$ cat src/rtl/fifo_pkg.sv
// Shared constants and elaboration-time parameter checks for the synchronous FIFO.
package fifo_pkg;

   localparam int DEF_DATA_W    = 8;
   localparam int DEF_DEPTH     = 16;
   localparam int DEF_AF_THRESH = 12;
   localparam int DEF_AE_THRESH = 4;
   localparam int DEF_FWFT      = 0;

   function automatic int clog2(input int value);
      int r;
      int v;
      r = 0;
      v = value - 1;
      while (v > 0) begin
         r = r + 1;
         v = v >> 1;
      end
      return r;
   endfunction

   function automatic bit data_w_ok(input int data_w);
      return (data_w >= 1) && (data_w <= 64);
   endfunction

   function automatic bit depth_ok(input int depth);
      return (depth >= 4) && (depth <= 1024) && ((depth & (depth - 1)) == 0);
   endfunction

   function automatic bit thresh_ok(input int depth, input int af, input int ae);
      return (af >= 1) && (af <= depth) && (ae >= 0) && (ae <= depth - 1);
   endfunction

   function automatic bit fwft_ok(input int fwft);
      return (fwft == 0) || (fwft == 1);
   endfunction

endpackage

$ cat src/rtl/fifo_mem.sv
// FIFO storage: one synchronous write port, one read port that is either
// registered (FWFT=0) or combinational (FWFT=1). The array itself is never reset.
module fifo_mem #(
   parameter int DATA_W = 8,
   parameter int DEPTH  = 16,
   parameter int ADDR_W = 4,
   parameter int FWFT   = 0
) (
   input  logic              clk,
   input  logic              rst,
   input  logic              wr_en,
   input  logic [ADDR_W-1:0] wr_addr,
   input  logic [DATA_W-1:0] wr_data,
   input  logic              rd_en,
   input  logic [ADDR_W-1:0] rd_addr,
   output logic [DATA_W-1:0] rd_data
);

   logic [DATA_W-1:0] mem_q [DEPTH];

   always_ff @(posedge clk) begin
      if (wr_en) begin
         mem_q[wr_addr] <= wr_data;
      end
   end

   generate
      if (FWFT != 0) begin : g_fwft
         assign rd_data = mem_q[rd_addr];
      end else begin : g_reg
         logic [DATA_W-1:0] rd_data_q;
         logic [DATA_W-1:0] rd_data_d;

         // Only the output register clears; it holds its word until the next accepted pop.
         always_comb begin
            rd_data_d = rd_data_q;
            if (rd_en) begin
               rd_data_d = mem_q[rd_addr];
            end
         end

         always_ff @(posedge clk or posedge rst) begin
            if (rst) begin
               rd_data_q <= '0;
            end else begin
               rd_data_q <= rd_data_d;
            end
         end

         assign rd_data = rd_data_q;
      end
   endgenerate

endmodule

$ cat src/rtl/sync_fifo.sv
// Single-clock FIFO with binary wrap-bit pointers, level/threshold flags and
// one-cycle overflow/underflow pulses on rejected requests.
module sync_fifo
   import fifo_pkg::*;
#(
   parameter int DATA_W    = DEF_DATA_W,
   parameter int DEPTH     = DEF_DEPTH,
   parameter int AF_THRESH = DEF_AF_THRESH,
   parameter int AE_THRESH = DEF_AE_THRESH,
   parameter int FWFT      = DEF_FWFT
) (
   input  logic                   clk,
   input  logic                   rst,
   input  logic                   wr_en,
   input  logic [DATA_W-1:0]      wr_data,
   input  logic                   rd_en,
   output logic [DATA_W-1:0]      rd_data,
   output logic                   full,
   output logic                   empty,
   output logic                   almost_full,
   output logic                   almost_empty,
   output logic [clog2(DEPTH):0]  level,
   output logic                   overflow,
   output logic                   underflow
);

   localparam int ADDR_W = clog2(DEPTH);

   generate
      if (!(data_w_ok(DATA_W) && depth_ok(DEPTH) && thresh_ok(DEPTH, AF_THRESH, AE_THRESH)
            && fwft_ok(FWFT))) begin : g_param_err
         $fatal(1, "sync_fifo: illegal parameter combination");
      end
   endgenerate

   localparam int          AF_INT = AF_THRESH;
   localparam int          AE_INT = AE_THRESH;
   localparam logic [ADDR_W:0] AF_LVL = AF_INT[ADDR_W:0];
   localparam logic [ADDR_W:0] AE_LVL = AE_INT[ADDR_W:0];

   logic [ADDR_W:0] wr_ptr_q, wr_ptr_d;
   logic [ADDR_W:0] rd_ptr_q, rd_ptr_d;
   logic            overflow_q, overflow_d;
   logic            underflow_q, underflow_d;
   logic            wr_acc;
   logic            rd_acc;

   // Flags come straight from the registered pointers; the extra MSB tells full from empty.
   assign empty        = (wr_ptr_q == rd_ptr_q);
   assign full         = (wr_ptr_q[ADDR_W] != rd_ptr_q[ADDR_W]) &&
                         (wr_ptr_q[ADDR_W-1:0] == rd_ptr_q[ADDR_W-1:0]);
   assign level        = wr_ptr_q - rd_ptr_q;
   assign almost_full  = (level >= AF_LVL);
   assign almost_empty = (level <= AE_LVL);
   assign overflow     = overflow_q;
   assign underflow    = underflow_q;

   always_comb begin
      wr_acc      = wr_en && !full;
      rd_acc      = rd_en && !empty;
      wr_ptr_d    = wr_ptr_q;
      rd_ptr_d    = rd_ptr_q;
      overflow_d  = wr_en && full;
      underflow_d = rd_en && empty;
      if (wr_acc) begin
         wr_ptr_d = wr_ptr_q + 1'b1;
      end
      if (rd_acc) begin
         rd_ptr_d = rd_ptr_q + 1'b1;
      end
   end

   always_ff @(posedge clk or posedge rst) begin
      if (rst) begin
         wr_ptr_q    <= '0;
         rd_ptr_q    <= '0;
         overflow_q  <= 1'b0;
         underflow_q <= 1'b0;
      end else begin
         wr_ptr_q    <= wr_ptr_d;
         rd_ptr_q    <= rd_ptr_d;
         overflow_q  <= overflow_d;
         underflow_q <= underflow_d;
      end
   end

   fifo_mem #(
      .DATA_W (DATA_W),
      .DEPTH  (DEPTH),
      .ADDR_W (ADDR_W),
      .FWFT   (FWFT)
   ) u_mem (
      .clk     (clk),
      .rst     (rst),
      .wr_en   (wr_acc),
      .wr_addr (wr_ptr_q[ADDR_W-1:0]),
      .wr_data (wr_data),
      .rd_en   (rd_acc),
      .rd_addr (rd_ptr_q[ADDR_W-1:0]),
      .rd_data (rd_data)
   );

endmodule

$ cat config.mk
export PLATFORM = sky130hd
export DESIGN_NAME = sync_fifo
export DESIGN_NICKNAME = d
export VERILOG_FILES = /design/src/rtl/fifo_pkg.sv /design/src/rtl/fifo_mem.sv /design/src/rtl/sync_fifo.sv
export SDC_FILE = /design/constraint.sdc
export NUM_CORES = 1
export LEC_CHECK = 0
export BUFFER_PORTS_ARGS = -buffer_cell sky130_fd_sc_hd__buf_2
export CAP_MARGIN = 20
export CELL_PAD_IN_SITES_DETAIL_PLACEMENT = 1
export CELL_PAD_IN_SITES_GLOBAL_PLACEMENT = 2
export CORE_ASPECT_RATIO = 0.6
export CORE_MARGIN = 1.5
export CORE_UTILIZATION = 35
export DETAILED_ROUTE_END_ITERATION = 10
export GPL_ROUTABILITY_DRIVEN = 0
export PLACE_DENSITY_LB_ADDON = 0.05
export SYNTH_ARGS = -nofsm -noshare
export SYNTH_HDL_FRONTEND = slang
export SYNTH_HIERARCHICAL = 1
export SYNTH_SLANG_ARGS = --single-unit
$ cat constraint.sdc
create_clock -name clk -period 3.6 [get_ports clk]
set_clock_uncertainty 0.1 [all_clocks]
set_input_delay 0.36 -clock clk [delete_from_list [all_inputs] [get_ports clk]]
set_output_delay 0.36 -clock clk [all_outputs]
set_load 0.005 [all_outputs]
==> results.yml <==
cells_and_area:
  final.fill_count: 1660
  multi_input_area_sq_um: 1630
  drive_gt1_frac: 0.317
  final_nets: 397
  areaGrowthSynthToFinish_pct: 17.6
  ff_latch_area_sq_um: 4340
  n_antenna_cell: 0
logic_synthesis:
  synth_top_area_frac: 0.624
  yosysUniqueCellTypes: 47
  synth_top_area_cell: "edfxtp_1"
  synth-edff-count: 128
  yosysSeqAreaShare: 0.706
  synthCells: 323
  async_reset_ff_frac: 0.135
  ys_ff_latch: 148
  syn_area_per_cell_sq_um: 19.1
  synth_ff_type: "edfxtp_1"
  synth_area_sq_um: 6160
  syn_nets: 342
  synth.area.top_cells: "edfxtp_1 (62%), mux4_2 (9.5%), dfrtp_1 (8.1%), mux4_1 (2.6%), a221oi_2 (2.0%)"
  yosysWarnings: 6
die:
  die_area_sq_um: 18400
  core.rowCount: 37
  core-area_sq_um: 17200
  start_util: 0.358
  fp.dieH_um: 106
  io_pins: 31
  die_w_um: 174
sta:
  rsz0062_at_grt: "false"
  finalCritPeriodShare: 0.888
  timing.fmax_mhz: 313
  setup_ws_ns: 0.402
  setup_tns_ns: 0
  drv_slew: 0
  tightestPinTransition_ns: 0.670
  setup-violations-final: 0
  max_slew_margin: 0.552
  fin_crit_ns: 3.20
  hold_violations: 0
grt:
  grt_max_degree: 34
  top_usage_layer: "met1"
  grt_use_total: 0.175
  grt_pass1_vias: 3324
  use_met3: 0.0437
  use_met2: 0.232
  grt_pass1_wl_um: 22400
  met1_usage: 0.279
  antenna_found_initial: 0
  overflow: 0
drt:
  avgViaCountPerCell: 5.02
  drtAntennaViolNets: 0
  drt_wl_total_um: 14700
  drtIter0Drc: 284
  wl_per_cell_um: 23.6
  first_pass_iters: 4
  dr_total_vias: 3139
  drc: 0
setup_path:
  worstPathRequired_ns: 3.54
  start_kind: "register"
  end_kind: "register"
  crit_fanout: 8
  arrival_ns: 3.14
  worstSetupPathType: "reg2reg"
power:
  vdd_ir_drop_max_mv: 0.288
  p_per_area_nw_per_um2: 889
  seqPwrFrac: 0.350
  p_clk_frac: 0.291
  p_leak_nw: 2.56
  p_int_mw: 4.29
  power_mw: 6.43
  switching_share: 0.333
  p_comb_frac: 0.359
  power.switching_mw: 2.14
clocking:
  cts_max_level: 4
  clock-sinks: 148
  postCtsSetupBuffers: 0
  holdBufCountCts: 1
  ctsResizeCount: 0
  cts_root_buf: "clkbuf_16"
  clk_pin_slew_ns: 0.06
  cts_buffer_depth: 2
  insertion_delay_ns: 0.41
  cts_inserted_buffers: 17
  cts_tree: "done"
placed_design:
  dpl.hpwl_um: 9760
  port_buffers: 30
  dp_slack_ns: 0.461
job:
  drv_cap: 0
outcome:
  status: "finished clean"
worst_hold_path:
  hp-class: "in2reg"
## final cells by class
cell class                      count  share of cell area
Sequential cell                   148               0.600
Clock inverter                     12              0.0251
Clock buffer                       20              0.0603
Timing Repair Buffer               51              0.0429
Multi-Input combinational cell    149               0.225
Tap cell                          234              0.0404
Inverter                           11             0.00570
## flip-flops by register name, indices dropped and copies added, names as in the netlist
register	cells
overflow	1
rd_ptr_q	5
u_mem/mem_q	128
u_mem/rd_data	8
underflow	1
wr_ptr_q	5
## metal layers
| metal | wire, um | part of all wire |
|---|---|---|
| met2 | 6010 | 0.41 |
| met1 | 7890 | 0.54 |
| met4 | 70 | 0.0048 |
| met3 | 744 | 0.051 |
| met5 | 0 | 0 |
## synthesized netlist by cell type, types with 2 or more instances
cell,instances
edfxtp_1,128
nand4_1,3
buf_12,2
and2_1,2
buf_6,6
nand2_1,6
xnor2_1,5
nor2_1,27
xor2_1,6
mux2i_1,8
buf_1,4
nand2b_1,4
nand3_1,2
a21oi_1,3
nand3b_1,2
mux4_2,26
a221oi_2,8
nor3_1,5
mux4_1,6
o22ai_1,7
dfrtp_1,20
buf_2,2
ha_1,6
nor2b_1,2
inv_1,11
## stage by stage
stage / std cells / util / area, sq um / hold WS [ns]
3_5_place_dp: 592 / 0.385 / 6610 / 0.282
3_3_place_gp: 592 / 0.385 / 6610 / 0.272
6_report: 625 / 0.421 / 7240 / 0.130
4_1_cts: 625 / 0.421 / 7240 / 0.117
2_1_floorplan: 323 / - / 6160 / 0.0757
5_1_grt: 625 / 0.421 / 7240 / 0.127
## cell families (layout without fill, tap and decap cells)
| kind of cell | after synthesis | after routing | share of synthesized area |
|---|---|---|---|
| flops | 148 | 148 | 0.706 |
| simple gates | 64 | 64 | 0.0559 |
| mux | 42 | 42 | 0.138 |
| buf+inv | 26 | 94 | 0.0295 |
| compound gates | 24 | 24 | 0.0374 |
| xor+xnor | 12 | 12 | 0.0183 |
| fa+ha+maj | 7 | 7 | 0.0154 |
## cell usage in the layout, fill, tap and decap left out, types with 7 or more instances in the layout
cell,instances
a221oi_2,8
mux4_2,26
o22ai_1,7
mux2i_1,8
nor2_1,27
edfxtp_1,128
buf_4,20
buf_2,30
clkbuf_16,17
dfrtp_1,20
inv_1,11
## power by group through the flow
| stage | sequential [mW] | clock [mW] | combinational (mW) |
|---|---|---|---|
| after floorplan | 2.29 | 0 | 1.60 |
| after global placement | 2.27 | 0 | 2.33 |
| after detailed placement | 2.29 | 0 | 2.33 |
| after CTS | 2.25 | 1.92 | 2.34 |
| after global routing | 2.28 | 1.98 | 2.54 |
| final | 2.25 | 1.87 | 2.31 |
## path summary, 6_finish.rpt
path	start	end	slack [ns]	depth (start not counted)
setup / recovery	rd_ptr_q[3]	u_mem/mem_q[2][5]	0.40	8
max in group asynchronous	rst	rd_ptr_q[0]	2.54	3
hold reg to reg	rd_ptr_q[4]	rd_ptr_q[4]	0.42	1
setup reg to reg	rd_ptr_q[3]	u_mem/mem_q[2][5]	0.40	8
hold / removal	rd_en	underflow	0.13	2
min in group asynchronous	rst	u_mem/rd_data[2]	0.39	3
## critical path, cell delays in order (launching register included)
cell	delay (ns)
dfrtp_1	0.38
inv_1	0.19
ha_1	0.36
nand4_1	0.23
and2b_4	0.24
nand2b_4	0.15
inv_1	0.10
or3b_2	0.52
nor2_1	0.54
(Power assumes the default switching activity.)
